<file path="src/rtl/ay_bus_master.sv">
// AY/YM PSG bus initiator: queues register commands and plays them out as BDIR/BC/data bus cycles.
// Define AY_BUS_READ_EN to build the read-cycle path (R_HOLD/R_GAP states, RD_VALID/RD_DATA).
module ay_bus_master #(
    parameter int HOLD_CYCLES     = 4,
    parameter int IDLE_CYCLES     = 4,
    parameter int FIFO_DEPTH_LOG2 = 3
) (
    input  logic       CLK,
    input  logic       RESET_N,
    input  logic       REQ_VALID,
    output logic       REQ_READY,
    input  logic [1:0] REQ_CMD,
    input  logic [7:0] REQ_ADDR,
    input  logic [7:0] REQ_DATA,
    output logic       BDIR,
    output logic       BC,
    output logic [7:0] BUS_DO,
    input  logic [7:0] BUS_DI,
    output logic       RD_VALID,
    output logic [7:0] RD_DATA,
    output logic       BUSY
);
    // The receiver double-syncs and edge-detects BDIR, so an active phase shorter than 3 cycles is invisible.
    localparam int HOLD  = (HOLD_CYCLES < 3) ? 3 : HOLD_CYCLES;
    localparam int GAP   = (IDLE_CYCLES < 1) ? 1 : IDLE_CYCLES;
    localparam int CNT_W = $clog2((HOLD > GAP) ? HOLD : GAP) + 1;
    localparam int DEPTH = 2 ** FIFO_DEPTH_LOG2;

    localparam logic [1:0] CMD_WRITE  = 2'b00;
    localparam logic [1:0] CMD_SELECT = 2'b01;
    localparam logic [1:0] CMD_RSVD   = 2'b11;
`ifdef AY_BUS_READ_EN
    localparam logic [1:0] CMD_READ   = 2'b10;
`endif

    typedef enum logic [3:0] {
        IDLE, A_SETUP, A_HOLD, A_GAP, D_SETUP, D_HOLD, D_GAP
`ifdef AY_BUS_READ_EN
        , R_HOLD, R_GAP
`endif
    } state_e;

    typedef logic [FIFO_DEPTH_LOG2-1:0] ptr_t;
    typedef logic [FIFO_DEPTH_LOG2:0]   fcnt_t;
    typedef logic [CNT_W-1:0]           cnt_t;
    typedef struct packed {
        logic [1:0] cmd;
        logic [7:0] addr;
        logic [7:0] data;
    } entry_t;

    localparam cnt_t HOLD_LOAD = cnt_t'(HOLD - 1);
    localparam cnt_t GAP_LOAD  = cnt_t'(GAP - 1);

    entry_t     mem [DEPTH];
    ptr_t       wr_ptr_q, wr_ptr_d, rd_ptr_q, rd_ptr_d;
    fcnt_t      fcnt_q, fcnt_d;
    logic       ready_en_q;
    logic       fifo_empty, fifo_full, push, pop;
    entry_t     head;

    state_e     state_q, state_d;
    cnt_t       cnt_q, cnt_d;
    logic [1:0] cmd_q, cmd_d;
    logic [7:0] data_q, data_d;
    logic [7:0] bus_do_q, bus_do_d;
    logic       bdir_q, bdir_d, bc_q, bc_d;
    logic       done;

    assign fifo_empty = (fcnt_q == '0);
    assign fifo_full  = (fcnt_q == fcnt_t'(DEPTH));
    assign REQ_READY  = ready_en_q & ~fifo_full;
    assign push       = REQ_VALID & REQ_READY;
    assign head       = mem[rd_ptr_q];
    assign done       = (cnt_q == '0);

    always_comb begin
        wr_ptr_d = push ? wr_ptr_q + ptr_t'(1) : wr_ptr_q;
        rd_ptr_d = pop  ? rd_ptr_q + ptr_t'(1) : rd_ptr_q;
        fcnt_d   = fcnt_q + fcnt_t'(push) - fcnt_t'(pop);
    end

    // NOTE: the storage array carries no reset; a flush only needs the pointers and count cleared.
    always_ff @(posedge CLK) begin
        if (push) mem[wr_ptr_q] <= {REQ_CMD, REQ_ADDR, REQ_DATA};
    end

    // NOTE: every output of this block gets a default first, so no path can infer a latch.
    always_comb begin
        state_d  = state_q;
        cnt_d    = done ? cnt_q : cnt_q - cnt_t'(1);
        cmd_d    = cmd_q;
        data_d   = data_q;
        bus_do_d = bus_do_q;
        pop      = 1'b0;
        bdir_d   = 1'b0;
        bc_d     = 1'b0;

        unique case (state_q)
            IDLE: if (!fifo_empty) begin
                pop    = 1'b1;
                cmd_d  = head.cmd;
                data_d = head.data;
                if (head.cmd != CMD_RSVD) begin
                    state_d  = A_SETUP;
                    cnt_d    = '0;
                    bus_do_d = (head.cmd == CMD_SELECT) ? {5'b11111, head.addr[2:0]} : head.addr;
                end
            end
            A_SETUP: begin
                state_d = A_HOLD;
                cnt_d   = HOLD_LOAD;
            end
            A_HOLD: if (done) begin
                state_d = A_GAP;
                cnt_d   = GAP_LOAD;
            end
            A_GAP: if (done) begin
                state_d = IDLE;
                if (cmd_q == CMD_WRITE) begin
                    state_d  = D_SETUP;
                    cnt_d    = '0;
                    bus_do_d = data_q;
                end
`ifdef AY_BUS_READ_EN
                else if (cmd_q == CMD_READ) begin
                    state_d = R_HOLD;
                    cnt_d   = HOLD_LOAD;
                end
`endif
            end
            D_SETUP: begin
                state_d = D_HOLD;
                cnt_d   = HOLD_LOAD;
            end
            D_HOLD: if (done) begin
                state_d = D_GAP;
                cnt_d   = GAP_LOAD;
            end
            D_GAP: if (done) state_d = IDLE;
`ifdef AY_BUS_READ_EN
            R_HOLD: if (done) begin
                state_d = R_GAP;
                cnt_d   = GAP_LOAD;
            end
            R_GAP: if (done) state_d = IDLE;
`endif
            default: state_d = IDLE;
        endcase

        // Bus strobes are registered alongside the state so they change cleanly on the same edge.
        case (state_d)
            A_HOLD: begin
                bdir_d = 1'b1;
                bc_d   = 1'b1;
            end
            D_HOLD: bdir_d = 1'b1;
`ifdef AY_BUS_READ_EN
            R_HOLD: bc_d = 1'b1;
`endif
            default: ;
        endcase
    end

    // NOTE: sequential state uses non-blocking assignments only.
    always_ff @(posedge CLK or negedge RESET_N) begin
        if (!RESET_N) begin
            ready_en_q <= 1'b0;
            wr_ptr_q   <= '0;
            rd_ptr_q   <= '0;
            fcnt_q     <= '0;
            state_q    <= IDLE;
            cnt_q      <= '0;
            cmd_q      <= '0;
            data_q     <= '0;
            bus_do_q   <= '0;
            bdir_q     <= 1'b0;
            bc_q       <= 1'b0;
        end else begin
            ready_en_q <= 1'b1;
            wr_ptr_q   <= wr_ptr_d;
            rd_ptr_q   <= rd_ptr_d;
            fcnt_q     <= fcnt_d;
            state_q    <= state_d;
            cnt_q      <= cnt_d;
            cmd_q      <= cmd_d;
            data_q     <= data_d;
            bus_do_q   <= bus_do_d;
            bdir_q     <= bdir_d;
            bc_q       <= bc_d;
        end
    end

    assign BDIR   = bdir_q;
    assign BC     = bc_q;
    assign BUS_DO = bus_do_q;
    assign BUSY   = (state_q != IDLE) | ~fifo_empty;

`ifdef AY_BUS_READ_EN
    logic       rd_valid_q, rd_valid_d;
    logic [7:0] rd_data_q, rd_data_d;

    // Chip data is taken on the last R_HOLD cycle, when it has had the whole phase to settle.
    always_comb begin
        rd_valid_d = (state_q == R_HOLD) && done;
        rd_data_d  = rd_valid_d ? BUS_DI : rd_data_q;
    end

    always_ff @(posedge CLK or negedge RESET_N) begin
        if (!RESET_N) begin
            rd_valid_q <= 1'b0;
            rd_data_q  <= '0;
        end else begin
            rd_valid_q <= rd_valid_d;
            rd_data_q  <= rd_data_d;
        end
    end

    assign RD_VALID = rd_valid_q;
    assign RD_DATA  = rd_data_q;
`else
    logic unused_bus_di;
    assign unused_bus_di = ^BUS_DI;
    assign RD_VALID      = 1'b0;
    assign RD_DATA       = 8'h00;
`endif
endmodule

</file>
<file path="config.mk">
export PLATFORM = sky130hd
export DESIGN_NAME = ay_bus_master
export DESIGN_NICKNAME = d
export VERILOG_FILES = /design/src/rtl/ay_bus_master.sv
export SDC_FILE = /design/constraint.sdc
export NUM_CORES = 1
export LEC_CHECK = 0
export BUFFER_PORTS_ARGS = -buffer_cell sky130_fd_sc_hd__clkbuf_2
export CAP_MARGIN = 30
export CORE_MARGIN = 3
export CORE_UTILIZATION = 55
export DETAILED_ROUTE_END_ITERATION = 16
export PLACE_DENSITY = 0.78
export SKIP_LAST_GASP = 1
export SYNTH_ARGS = -nofsm -noshare
export SYNTH_HDL_FRONTEND = slang
export SYNTH_SLANG_ARGS = --single-unit
</file>
<file path="constraint.sdc">
create_clock -name CLK -period 7.05 [get_ports CLK]
set_input_delay 0.3525 -clock CLK [delete_from_list [all_inputs] [get_ports CLK]]
set_output_delay 0.3525 -clock CLK [all_outputs]
set_load 0.03 [all_outputs]
</file>
==> Word-level counts from Yosys, hierarchy flattened <==
Memory sizes are Yosys's and may differ from the RTL's.
Index checks and enable logic that the tools add are counted.
{ "totals": {"in_bits": 29, "ramBits": 144, "memories": 1, "reg_bits": 38, "word_cells": 75, "out_inout_bits": 21} }
{ "op_classes": {"n_eq_ne": 15, "addsub": 5, "bitwise_logic": 5, "n_reduce_logical": 11, "n_mux": 27} }
{ "memory_table": {"columns": ["memory", "depth", "width", "read_ports", "rd_clocked_by_memory_dff", "wr", "line_no", "text"], "rows": [
  ["mem", 8, 18, 1, 0, 1, "55", "entry_t mem [DEPTH];"]
]} }
{ "ops": {"columns": ["cell", "n"], "rows": [
  ["8-bit 2-to-1 mux", 5],
  ["4-bit case mux with 7 select lines", 1],
  ["4-bit 2-to-1 mux", 6],
  ["3-bit 2-to-1 mux", 7],
  ["4-bit by 3-bit equality test with 1-bit output (second input constant)", 4],
  ["8-bit case mux with 2 select lines", 1],
  ["4-bit by 2-bit equality test with 1-bit output (second input constant)", 3],
  ["3-bit case mux with 4 select lines", 1],
  ["2-bit != test (second input constant)", 5],
  ["4-bit logical NOT", 2],
  ["3-bit by 1-bit adder with 3-bit output (second input constant)", 2],
  ["1-bit 2-to-1 mux", 6],
  ["2-bit OR reduction", 3],
  ["5-bit AND reduction", 1],
  ["4-bit by 1-bit adder with 4-bit output", 1],
  ["4-bit by 1-bit equality test with 1-bit output (second input constant)", 1],
  ["4-bit equality test (second input constant)", 1],
  ["4-bit nonzero test", 1],
  ["4-bit by 1-bit subtractor with 4-bit output", 1],
  ["3-bit logical NOT", 1],
  ["3-bit by 1-bit subtractor with 3-bit output (second input constant)", 1],
  ["1-bit bitwise AND", 2],
  ["2-bit by 1-bit equality test with 1-bit output (second input constant)", 1],
  ["2-bit logical NOT", 1],
  ["4 further kinds", 5]
]} }

==> Depth between registers and ports, before layout <==
Gate-level depths: netlist (run 1).
An unclocked memory read counts as a cell.
{ "depth": {"word_depth": 8, "ltp_mapped": 10, "depth_no_buf": 10} }

==> Worst setup path after synthesis (run 1) <==
Ideal clock, no wire load.
{ "synth_timing": {"path_type": "register to register", "startpoint": "reg fcnt_q[2]", "endpoint": "mem mem[0][0] in the netlist's numbering (enable)", "required_ns": 6.634, "n_path_buf": 0, "t_arrival_ns": 3.297, "setup_ns": 0.416, "slack_ns": 3.337, "period_less_slack_ns": 3.713, "stages_incl_launch_ff": 7, "cell_sequence": "dfrtp_1 > inv_1 > ha_1 > a21boi_0 > nand2_1 > or2_2 > nor3_1"} }
{ "synth_via": {"elab_chain_len": 6} }
{ "synth_rtl": {"columns": ["item", "line_no", "text"], "rows": [
  ["start: declaration", "57", "fcnt_t fcnt_q, fcnt_d;"],
  ["start signal: assignment", "183", "fcnt_q <= fcnt_d;"],
  ["4-bit equality test", "71", "assign fifo_full = (fcnt_q == fcnt_t'(DEPTH));"],
  ["1-bit NOT", "72", "assign REQ_READY = ready_en_q & ~fifo_full;"],
  ["1-bit bitwise AND", "72", null],
  ["named net REQ_READY", "11", "output logic REQ_READY,"],
  ["1-bit bitwise AND", "73", "assign push = REQ_VALID & REQ_READY;"],
  ["1-bit 2-to-1 mux", "85", "if (push) mem[wr_ptr_q] <= {REQ_CMD, REQ_ADDR, REQ_DATA};"],
  ["1-bit 2-to-1 mux (not written as such)", "85", null],
  ["end: declaration", "55", null]
]} }
The timed path passes the listed nets, and every way through them passes these cells.

==> Worst setup path in the final report (run 1) <==
{ "layout_timing": {"startpoint": "reg state_q[1]", "endpoint": "reg fcnt_q[2]"} }
{ "layout_via": {"elab_chain_len": 3} }
{ "layout_rtl": {"columns": ["item", "line_no", "text"], "rows": [
  ["start: declaration", "62", "state_e state_q, state_d;"],
  ["start signal: assignment", "184", "state_q <= state_d;"],
  ["4-bit logical NOT", "99", "unique case (state_q)"],
  ["1-bit 2-to-1 mux", "99", null],
  ["4-bit by 1-bit subtractor with 4-bit output", "80", "fcnt_d = fcnt_q + fcnt_t'(push) - fcnt_t'(pop);"],
  ["named net fcnt_d[2]", "57", null]
]} }
The timed path passes the listed nets, and every way through them passes these cells.
A chain may end at the register's enable or synchronous reset.

==> impl_results.rst, run 1 <==
.. list-table::
   :header-rows: 1

   * - Metric
     - Value
   * - Status
     - finished, final reports clean
   * - Commonest register cell after synthesis
     - edfxtp_1
   * - Clock power share
     - 0.272
   * - Clock tree skew after final layout
     - 0.00776 ns
   * - Crit path max fanout
     - 25
   * - Fraction of layout instances using a drive strength above 1
     - 0.275
   * - Boundary pin count
     - 50
   * - PnR Total Power
     - 3.43 mW
   * - Drt via density
     - 5.72
   * - Count of yosys warnings during synthesis
     - 0
   * - Die height
     - 123 µm
   * - Total count of max-transition violations in the final report
     - 0
   * - Longest individual stage delay on the worst path
     - 0.58 ns
   * - Number of hold violations in the final report
     - 0
   * - Count of vias placed by the detailed router
     - 3,768
   * - Hold Path Stages
     - 1
   * - Startpoint of the tightest hold check path
     - REQ_DATA[4]
   * - Nets@finish
     - 515
   * - Number of cells produced by synthesis
     - 428
   * - Mean instance size in the synthesized netlist
     - 17.4 µm²
   * - P_int
     - 2.34 mW
   * - Ant diodes
     - 0
   * - Avg WL per Cell
     - 20.0 µm
   * - Startpoint types
     - flop
   * - Standard cell core area
     - 0.0129 mm²
   * - First-pass GRT wire length
     - 20,900 µm
   * - Standby leakage power
     - 3.05 nW
   * - Syn Std Cell Area
     - 0.00747 mm²
   * - Area of the die
     - 0.0150 mm²
   * - Worst slew margin relative to its limit
     - 0.399
   * - Req. time, crit path
     - 7.37 ns
   * - Setup repair after global routing missed its margin
     - no
   * - GPL Wtd Cong
     - 0.836
   * - CTS HTree Levels
     - 4
   * - Transition at the pin with the smallest max-transition slack
     - 0.894 ns
   * - Top-area cell type share of the netlist area
     - 0.579
   * - Placed wire-length estimate
     - 8120 µm
   * - Final instance area
     - 0.00845 mm²
   * - Growth of design area from synthesis to finish
     - 13.2%
   * - Type of the worst setup path
     - reg -> reg
   * - Reg-to-Reg End
     - fcnt_q[2]
   * - Layout filler cell count
     - 877
   * - Number of enable-type register cells in the synthesized netlist
     - 144
   * - Hold crit path type
     - in -> reg
   * - FF+latch area
     - 0.00528 mm²
   * - Maximum number of pins on one net before global-route repair
     - 39
   * - Leading area contributor after synthesis
     - edfxtp_1
   * - Max Clk Rate
     - 0.354 GHz
   * - Launch point of the worst reg-to-reg path
     - state_q[1]
   * - Number of maximum-capacitance violations
     - 0
   * - Sw frac
     - 0.318
   * - Detailed-route wire length
     - 13,200 µm
   * - Logic gate share of total power
     - 0.301
   * - Antenna violations before repair
     - 0
   * - Final setup violation count
     - 0
   * - Clk Latency, worst-skew pair
     - 0.43 ns
   * - Final sum of negative setup slack
     - 0 ns
   * - Library cells used by synthesis
     - 45
   * - Areal power density over the cells
     - 406 mW/mm²
   * - TritonCTS clock tree
     - yes
   * - Largest buffer count on any clock path
     - 2
   * - Tot GR Track Use
     - 0.193
   * - Flop and latch count out of synthesis
     - 182
   * - DRC violations left
     - 0
   * - Sequential group share of total power
     - 0.427
   * - Via count of the first global-routing pass
     - 3,828
   * - Total clock buffers created by CTS
     - 17
   * - Starting density of the core
     - 0.578
   * - Initial DRC count
     - 247
   * - Placed standard-cell area
     - 0.00783 mm²
   * - Worst reg2reg path depth
     - 9
   * - Die Span X
     - 123 µm
   * - Sequential cell area fraction in the yosys report
     - 0.707
   * - CP Capture Type
     - flop
   * - Slowest cell on crit path
     - dfrtp_1
   * - Most common cell in the synthesized netlist
     - edfxtp_1
   * - Clk slew on worst S/H paths
     - 0.07 ns
   * - Arrival time at the worst endpoint
     - 3.14 ns
   * - Number of buffer and inverter instances along the worst setup path
     - 3
   * - Post-synth ARST share
     - 0.209
   * - Final cycle utilization of the critical path
     - 0.400
   * - Most area-consuming cells after synthesis
     - edfxtp_1 (58%), dfrtp_1 (13%), mux4_2 (10%), mux2i_1 (3.9%), ha_1 (1.8%)
   * - CP delay by family, top
     - adder cells
   * - Congestion Overflow GR
     - 0
   * - Worst hold slack across all endpoints
     - 0.192 ns
   * - Worst hold endpoint
     - mem[4][4]
   * - Final critical-path required period
     - 2.82 ns
   * - Register-to-register path setup slack
     - 4.23 ns
   * - Peak VDD IR
     - 0.245 mV
   * - FP Rows
     - 41
   * - Clk Tree Root Cell
     - clkbuf_16
   * - Number of sinks driven by the clock tree
     - 182
   * - Count of TritonRoute iterations in the first routing pass
     - 5
   * - Count of port buffers added during placement
     - 32
   * - Sw Pwr
     - 1.09 mW
   * - Multi-input gate area
     - 0.00203 mm²
   * - Ordered list of cells on the worst path
     - nor4_1, a21boi_2, buf_4, ha_1, inv_1, ha_1, inv_1, fa_1, xnor2_1
   * - Number of antenna-violating nets in the routed design
     - 0
   * - Setup repair bufs after CTS
     - 0
   * - Cell types with the highest counts after synthesis
     - edfxtp_1 (144), dfrtp_1 (38), mux4_2 (33)
flip-flops by register name (all words and copies together) (netlist names):
signal      flops
mem           144
BUS_DO          8
data_q          8
fcnt_q          4
state_q         4
cnt_q           3
rd_ptr_q        3
wr_ptr_q        3
cmd_q           2
BC              1
BDIR            1
ready_en_q      1
metrics by stage:
| step | std cells | setup slack, ns | utilization |
|---|---|---|---|
| 2_1_floorplan | 437 | 3.34 | - |
| 3_3_place_gp | 624 | 4.26 | 0.605 |
| 3_5_place_dp | 625 | 4.25 | 0.606 |
| 4_1_cts | 657 | 4.22 | 0.651 |
| 5_1_grt | 659 | 3.94 | 0.654 |
| 6_report | 659 | 4.23 | 0.654 |
worst max-delay path by stage:
stage | startpoint | to | slack, ns | depth (start not counted)
5_1_grt | state_q[1] | fcnt_q[3] | 3.94 | 9
2_1_floorplan | fcnt_q[2] | mem[0][0] | 3.34 | 6
3_3_place_gp | fcnt_q[2] | mem[1][16] | 4.26 | 6
4_1_cts | state_q[1] | fcnt_q[1] | 4.22 | 9
6_report | state_q[1] | fcnt_q[2] | 4.23 | 9
3_5_place_dp | state_q[1] | fcnt_q[1] | 4.25 | 9
power by group through the flow:
stage | clock [mW] | sequential, mW | combinational (mW)
global placement | 0 | 1.48 | 1.00
global route | 0.987 | 1.49 | 1.14
detailed placement | 0 | 1.49 | 1.04
CTS | 0.948 | 1.47 | 1.05
finish | 0.934 | 1.47 | 1.03
floorplan | 0 | 1.47 | 0.795
layout make-up:
cell class / count / share of cell area
clock buffers: 20 / 0.0529
well taps: 172 / 0.0255
inverters: 14 / 0.00622
clock inverters: 12 / 0.0169
flip-flops and latches: 182 / 0.625
multi-input cells: 212 / 0.240
repair buffers: 47 / 0.0341
per-layer routing:
metal / track usage / wire length (µm) / up-vias
met3: 0.0567 / 817 / 22
met5: 0 / 0 / -
li1: - / - / 1727
met1: 0.242 / 5270 / 1908
met2: 0.325 / 6820 / 111
met4: 0.0679 / 244 / 0
logic make-up (layout without fill, tap and decap cells):
| family | after synthesis | in the layout | synth area share |
|---|---|---|---|
| AO/OA/AOI/OAI | 46 | 46 | 0.0411 |
| multiplexers | 74 | 74 | 0.157 |
| buffers and inverters | 43 | 93 | 0.0295 |
| XOR/XNOR | 6 | 6 | 0.00704 |
| flip-flops | 182 | 182 | 0.707 |
| AND/OR/NAND/NOR | 63 | 63 | 0.0369 |
| adder cells (fa/ha/maj) | 12 | 12 | 0.0211 |
| other | 2 | 11 | 0.00101 |
repair_timing:
action / 4_1_cts / 5_1_grt
hold buffers: 0 / 1
hold endpoints to repair: 0 / 38
gates resized for setup: 0 / 0
cell usage in the layout, fill, tap and decap left out, types with 3 or more instances in the layout:
cell type,n
edfxtp_1,144
dfrtp_1,36
mux4_2,33
clkbuf_2,32
mux2i_1,29
nor2_1,25
a21oi_1,18
clkbuf_16,17
nand2_1,16
inv_1,14
buf_4,13
ha_1,11
conb_1,11
mux2_2,10
o21ai_0,8
nor2_2,5
nand3_1,4
a31oi_1,3
xnor2_1,3
xor2_1,3
nor3_1,3
Power figures use the tool's default switching activity.
==> run 2: changes to the inputs <==
clock period = 2.8 ns   (was 7.05 ns; I/O delays follow)
==> run 2 against run 1 <==
Effect of this change:
- global-route usage up 0.56 points
- sequential cell count unchanged
- die area unchanged
- fmax up 23%
- clock power up 140%
- highest routed layer unchanged
==> impl_results.rst, run 2 (synthesis gave the netlist of run 1 again) <==
.. list-table::
   :header-rows: 1

   * - Metric
     - Value
   * - Clk slew on worst S/H paths
     - 0.06 ns (was 0.07 ns)
   * - Startpoint types
     - flop (unchanged)
   * - Clock tree skew after final layout
     - 0.00660 ns (was 0.00776 ns)
   * - Number of flip-flops in the largest register
     - 144 (unchanged)
   * - Worst slew margin relative to its limit
     - 0.658 (was 0.399)
   * - Maximum number of pins on one net before global-route repair
     - 34 (was 39)
   * - Setup repair after global routing missed its margin
     - no (unchanged)
   * - Non-filler cells in the finished layout
     - 682 (was 659)
   * - Req. time, crit path
     - 3.11 ns (was 7.37 ns)
   * - Post-cts sizing count
     - 0 (unchanged)
   * - Most common cell after layout, fill and taps aside
     - edfxtp_1 (unchanged)
   * - Nets@finish
     - 538 (was 515)
   * - Congestion Overflow GR
     - 0 (unchanged)
   * - Status
     - finished, final reports clean (unchanged)
   * - Final sum of negative setup slack
     - 0 ns (unchanged)
   * - Arrival time at the worst endpoint
     - 2.61 ns (was 3.14 ns)
   * - Layout filler cell count
     - 889 (was 877)
   * - TritonCTS clock tree
     - yes (unchanged)
   * - Total count of max-transition violations in the final report
     - 0 (unchanged)
   * - Final setup violation count
     - 0 (unchanged)
   * - GPL Wtd Cong
     - 0.745 (was 0.836)
   * - Clk Latency, worst-skew pair
     - 0.42 ns (was 0.43 ns)
   * - Initial DRC count
     - 325 (was 247)
   * - Tot GR Track Use
     - 0.199 (was 0.193)
   * - Sw frac
     - 0.312 (was 0.318)
   * - Max Clk Rate
     - 0.435 GHz (was 0.354 GHz)
   * - Count of vias placed by the detailed router
     - 3,902 (was 3,768)
   * - Fraction of layout instances using a drive strength above 1
     - 0.261 (was 0.275)
   * - Detailed-route wire length
     - 13,700 µm (was 13,200 µm)
   * - FF+latch area
     - 0.00528 mm² (unchanged)
   * - Count of TritonRoute iterations in the first routing pass
     - 4 (was 5)
   * - Logic gate share of total power
     - 0.313 (was 0.301)
   * - Peak VDD IR
     - 0.695 mV (was 0.245 mV)
   * - Area of the die
     - 0.0150 mm² (unchanged)
   * - Largest buffer count on any clock path
     - 2 (unchanged)
   * - Starting density of the core
     - 0.578 (unchanged)
   * - Count of port buffers added during placement
     - 32 (unchanged)
   * - Sequential group share of total power
     - 0.428 (was 0.427)
   * - Transition at the pin with the smallest max-transition slack
     - 0.512 ns (was 0.894 ns)
   * - Setup repair bufs after CTS
     - 0 (unchanged)
   * - Placed wire-length estimate
     - 8260 µm (was 8120 µm)
   * - Worst reg2reg path depth
     - 8 (was 9)
   * - Multi-input gate area
     - 0.00201 mm² (was 0.00203 mm²)
   * - Boundary pin count
     - 50 (unchanged)
   * - Leading cell types in the layout, fill and taps excluded
     - edfxtp_1 (144), dfrtp_1 (36), mux4_2 (33) (unchanged)
   * - Clk Tree Root Cell
     - clkbuf_16 (unchanged)
   * - Type of the worst setup path
     - reg -> reg (unchanged)
   * - Drt via density
     - 5.72 (about the same)
   * - Clock power share
     - 0.259 (was 0.272)
   * - Die Span X
     - 123 µm (unchanged)
   * - P_int
     - 5.92 mW (was 2.34 mW)
   * - Total clock buffers created by CTS
     - 17 (unchanged)
   * - Number of hold buffers added after CTS
     - 17 (was 0)
   * - FP Rows
     - 41 (unchanged)
   * - Antenna violations before repair
     - 0 (unchanged)
   * - Finished Core Util
     - 0.668 (was 0.654)
   * - Via count of the first global-routing pass
     - 4,217 (was 3,828)
   * - Placed Instances
     - 633 (was 625)
   * - Areal power density over the cells
     - 997 mW/mm² (was 406 mW/mm²)
   * - Sw Pwr
     - 2.68 mW (was 1.09 mW)
   * - Hold Path Stages
     - 3 (was 1)
   * - First-pass GRT wire length
     - 21,500 µm (was 20,900 µm)
   * - PnR Total Power
     - 8.60 mW (was 3.43 mW)
   * - CP Capture Type
     - flop (unchanged)
   * - Hold crit path type
     - in -> reg (unchanged)
   * - Growth of design area from synthesis to finish
     - 15.6% (was 13.2%)
   * - Number of antenna-violating nets in the routed design
     - 0 (unchanged)
   * - Standby leakage power
     - 3.13 nW (was 3.05 nW)
   * - Register name with the most flops
     - mem (unchanged)
   * - DRC violations left
     - 0 (unchanged)
   * - Number of maximum-capacitance violations
     - 0 (unchanged)
   * - Die height
     - 123 µm (unchanged)
   * - CTS HTree Levels
     - 4 (unchanged)
   * - Final critical-path required period
     - 2.30 ns (was 2.82 ns)
   * - Number of sinks driven by the clock tree
     - 182 (unchanged)
   * - Avg WL per Cell
     - 20.1 µm (was 20.0 µm)
   * - Number of hold violations in the final report
     - 0 (unchanged)
   * - Ant diodes
     - 0 (unchanged)
   * - Final cycle utilization of the critical path
     - 0.821 (was 0.400)
   * - Standard cell core area
     - 0.0129 mm² (unchanged)
   * - Crit path max fanout
     - 15 (was 25)
## run 2: cell count changes in the layout (fill, tap and decap cells not counted), moves of 3 or more
cell and change:
buf_4 +6, clkbuf_1 +3, dlygate4sd3_1 +16, nor2_1 +5, nor2_2 -5
## run 2: layout make-up
type                            instances  share of cell area
Timing Repair Buffer                   70              0.0594
Multi-Input combinational cell        212               0.233
Clock inverter                          7             0.00855
Tap cell                              172              0.0249
Clock buffer                           25              0.0562
Inverter                               14             0.00609
Sequential cell                       182               0.611
## run 2: power by group through the flow
stage | registers, mW | clock network [mW] | logic (mW)
floorplan | 3.71 | 0 | 2.01
global placement | 3.71 | 0 | 2.58
detailed placement | 3.74 | 0 | 2.68
CTS | 3.68 | 2.27 | 2.73
global route | 3.73 | 2.36 | 2.96
finish | 3.68 | 2.23 | 2.69
## run 2: per-stage QoR
step | worst slack, ns | hold WS, ns | area [µm²]
finish | 0.502 | 0.0236 | 8630
global route | 0.362 | 0.0244 | 8630
CTS | 0.500 | 0.000527 | 8630
detailed placement | 0.510 | -0.00380 | 7900
global placement | 0.534 | 0.339 | 7880
floorplan | -0.0780 | -0.156 | 7510
## run 2: path summary, 6_finish.rpt
| check | slack (ns) | endpoint | startpoint |
|---|---|---|---|
| setup / recovery | 0.50 | fcnt_q[2] | state_q[0] |
| min in group asynchronous | 0.11 | wr_ptr_q[0] | RESET_N |
| hold / removal | 0.02 | wr_ptr_q[2] | REQ_VALID |
| hold reg to reg | 0.51 | BUS_DO[6] | BUS_DO[6] |
| setup reg to reg | 0.50 | fcnt_q[2] | state_q[0] |
| max in group asynchronous | 2.24 | rd_ptr_q[0] | RESET_N |
## run 2: critical path: stages (launching register included)
cell      delay, ns
dfrtp_1        0.53
nor4_1         0.32
a21boi_2       0.30
ha_1           0.26
inv_1          0.06
ha_1           0.16
inv_1          0.06
fa_1           0.37
xnor2_1        0.13
## run 2: routing by layer
metal	routed length [µm]	GRT usage	up-vias
li1	-	-	1767
met1	5320	0.226	1998
met2	7390	0.349	108
met3	614	0.0562	29
met4	376	0.0917	0
met5	0	0	-
==> run 3: changes to the inputs <==
CORE_UTILIZATION = 54   (was 55)
PLACE_DENSITY = 0.79   (was 0.78)
clock period = 1.92 ns   (was 2.8 ns; I/O delays follow)
==> run 3 against run 2 <==
Effect of this change:
- the run now ends with negative setup slack left
- clock power increased by 52%
- final cell count rose by 6.0%
- cell area rose by 8.7%
- critical endpoint is now BUS_DO[0]
- highest routed layer unchanged
==> impl_results.rst, run 3 (synthesis gave the netlist of run 1 again) <==
.. list-table::
   :header-rows: 1

   * - Metric
     - Value
   * - Growth of design area from synthesis to finish
     - 25.6% (was 15.6%)
   * - Placed Instances
     - 664 (was 633)
   * - Setup repair after global routing missed its margin
     - yes (was no)
   * - Worst hold slack across all endpoints
     - 0.145 ns (was 0.0236 ns)
   * - Most common cell after layout, fill and taps aside
     - edfxtp_1 (unchanged)
   * - DRC violations left
     - 0 (unchanged)
   * - Violated checks
     - negative setup slack
   * - Antenna violations before repair
     - 0 (unchanged)
   * - Standard cell core area
     - 0.0134 mm² (was 0.0129 mm²)
   * - Via count of the first global-routing pass
     - 4,173 (was 4,217)
   * - Die height
     - 124 µm (was 123 µm)
   * - Peak VDD IR
     - 0.765 mV (was 0.695 mV)
   * - CTS HTree Levels
     - 4 (unchanged)
   * - Register-to-register path setup slack
     - -0.15 ns (was 0.50 ns)
   * - Detailed-route wire length
     - 15,300 µm (was 13,700 µm)
   * - Clk Latency, worst-skew pair
     - 0.42 ns (about the same)
   * - Max Clk Rate
     - 0.482 GHz (was 0.435 GHz)
   * - Number of flip-flops in the largest register
     - 144 (unchanged)
   * - Final cycle utilization of the critical path
     - 1.08 (was 0.821)
   * - Number of hold violations in the final report
     - 0 (unchanged)
   * - Nets@finish
     - 575 (was 538)
   * - Ant diodes
     - 0 (unchanged)
   * - Leading cell types in the layout, fill and taps excluded
     - edfxtp_1 (144), buf_4 (36), dfrtp_1 (35) (was edfxtp_1 (144), dfrtp_1 (36), mux4_2 (33))
   * - Top layer used by detailed routing
     - met4 (unchanged)
   * - Maximum number of pins on one net before global-route repair
     - 35 (was 34)
   * - Total count of max-transition violations in the final report
     - 0 (unchanged)
   * - First-pass GRT wire length
     - 23,200 µm (was 21,500 µm)
   * - Die Span X
     - 124 µm (was 123 µm)
   * - Crit path max fanout
     - 6 (was 15)
   * - Met1 WL
     - 5980 µm (was 5320 µm)
   * - Startpoint types
     - flop (unchanged)
   * - Final critical-path required period
     - 2.07 ns (was 2.30 ns)
   * - Post-Place Worst Slack
     - -0.239 ns (was 0.510 ns)
   * - GPL Wtd Cong
     - 0.854 (was 0.745)
   * - Status
     - finished with violations (was finished, final reports clean)
   * - Minimum setup slack in the final design
     - -0.153 ns (was 0.502 ns)
   * - Arrival time at the worst endpoint
     - 2.38 ns (was 2.61 ns)
   * - Type of the worst setup path
     - reg -> reg (unchanged)
   * - TritonCTS clock tree
     - yes (unchanged)
   * - Amount of wire on met3 after detailed routing
     - 774 µm (was 614 µm)
   * - Clk Tree Root Cell
     - clkbuf_16 (unchanged)
   * - Count of port buffers added during placement
     - 32 (unchanged)
   * - Areal power density over the cells
     - 1500 mW/mm² (was 997 mW/mm²)
   * - Initial DRC count
     - 320 (was 325)
   * - Final sum of negative setup slack
     - -1.43 ns (was 0 ns)
   * - Count of TritonRoute iterations in the first routing pass
     - 4 (unchanged)
   * - Hold crit path type
     - in -> async (was in -> reg)
   * - Number of maximum-capacitance violations
     - 0 (unchanged)
   * - Area of the die
     - 0.0153 mm² (was 0.0150 mm²)
   * - Fraction of layout instances using a drive strength above 1
     - 0.367 (was 0.261)
   * - Clock tree skew after final layout
     - 0.00684 ns (was 0.00660 ns)
   * - Congestion Overflow GR
     - 0 (unchanged)
   * - Tot GR Track Use
     - 0.209 (was 0.199)
   * - FP Rows
     - 42 (was 41)
   * - CP Capture Type
     - flop (unchanged)
   * - Final setup violation count
     - 11 (was 0)
   * - Largest buffer count on any clock path
     - 2 (unchanged)
   * - Register name with the most flops
     - mem (unchanged)
   * - Number of sinks driven by the clock tree
     - 182 (unchanged)
   * - Avg WL per Cell
     - 21.1 µm (was 20.1 µm)
   * - Clk slew on worst S/H paths
     - 0.07 ns (was 0.06 ns)
   * - Placed wire-length estimate
     - 8670 µm (was 8260 µm)
   * - Drt via density
     - 5.71 (was 5.72)
   * - Routed length on met2
     - 8040 µm (was 7390 µm)
   * - PnR Total Power
     - 14.0 mW (was 8.60 mW)
   * - Standby leakage power
     - 3.45 nW (was 3.13 nW)
   * - Non-filler cells in the finished layout
     - 723 (was 682)
   * - Count of vias placed by the detailed router
     - 4,125 (was 3,902)
   * - Boundary pin count
     - 50 (unchanged)
   * - Number of antenna-violating nets in the routed design
     - 0 (unchanged)
   * - Starting density of the core
     - 0.557 (was 0.578)
   * - Total clock buffers created by CTS
     - 17 (unchanged)
   * - Req. time, crit path
     - 2.23 ns (was 3.11 ns)
## run 3: changes by cell type in the layout (fill, tap and decap cells not counted), moves of 4 or more
cell      previous run  this run
nor2_1              30        24
buf_6                0         4
mux2_4               0         9
clkbuf_1             5         0
nor2_4               0         6
ha_1                11         6
inv_1               14         9
mux2_2              10         2
buf_12               2        13
buf_4               19        36
## run 3: cell type report
| type | count | area [µm²] |
|---|---|---|
| fill | 827 | 4020 |
| inverter | 14 | 57.6 |
| timing repair buffer | 107 | 976 |
| clock buffer | 17 | 425 |
| sequential | 182 | 5280 |
| clock inverter | 15 | 153 |
| tap | 176 | 220 |
| multi-input combinational | 212 | 2270 |
## run 3: worst max-delay path, stage by stage (launching register included)
cell	delay, ns
dfrtp_2	0.49
mux4_2	0.58
mux2i_4	0.20
o21ai_2	0.11
o41ai_4	0.08
buf_4	0.21
mux2_4	0.29
## run 3: repair_timing
item | 4_1_cts | 5_1_grt
resized for setup | 13 | 18
hold endpoints to repair | 161 | 0
hold buffers | 20 | 0
setup endpoints to repair | 13 | 52
setup buffers | 4 | 3
gates cloned | 0 | 2
pin swaps | 7 | 13
## run 3: where the power goes
part | switching [mW] | internal, mW
logic | 2.66 | 2.67
clock network | 1.46 | 1.92
registers | 0.444 | 4.88
## run 3: path summary, 6_finish.rpt
check,to,cells after the start,startpoint
max reg2reg,BUS_DO[0],6,rd_ptr_q[1]
max in group asynchronous,rd_ptr_q[1],3,RESET_N
max,BUS_DO[0],6,rd_ptr_q[1]
min reg2reg,BUS_DO[1],1,BUS_DO[1]
min,fcnt_q[2],2,RESET_N
min in group CLK,mem[4][15],2,REQ_ADDR[7]
## run 3: through the flow
step / util / instance area (µm²)
CTS: 0.688 / 9220
detailed placement: 0.625 / 8370
finish: 0.700 / 9380
floorplan: - / 7690
global route: 0.700 / 9380
global placement: 0.625 / 8370
## run 3: routing by layer
layer	vias to the layer above	global-route usage
met5	-	0
met2	133	0.336
met4	0	0.0830
met3	44	0.0531
met1	2093	0.277
li1	1855	-
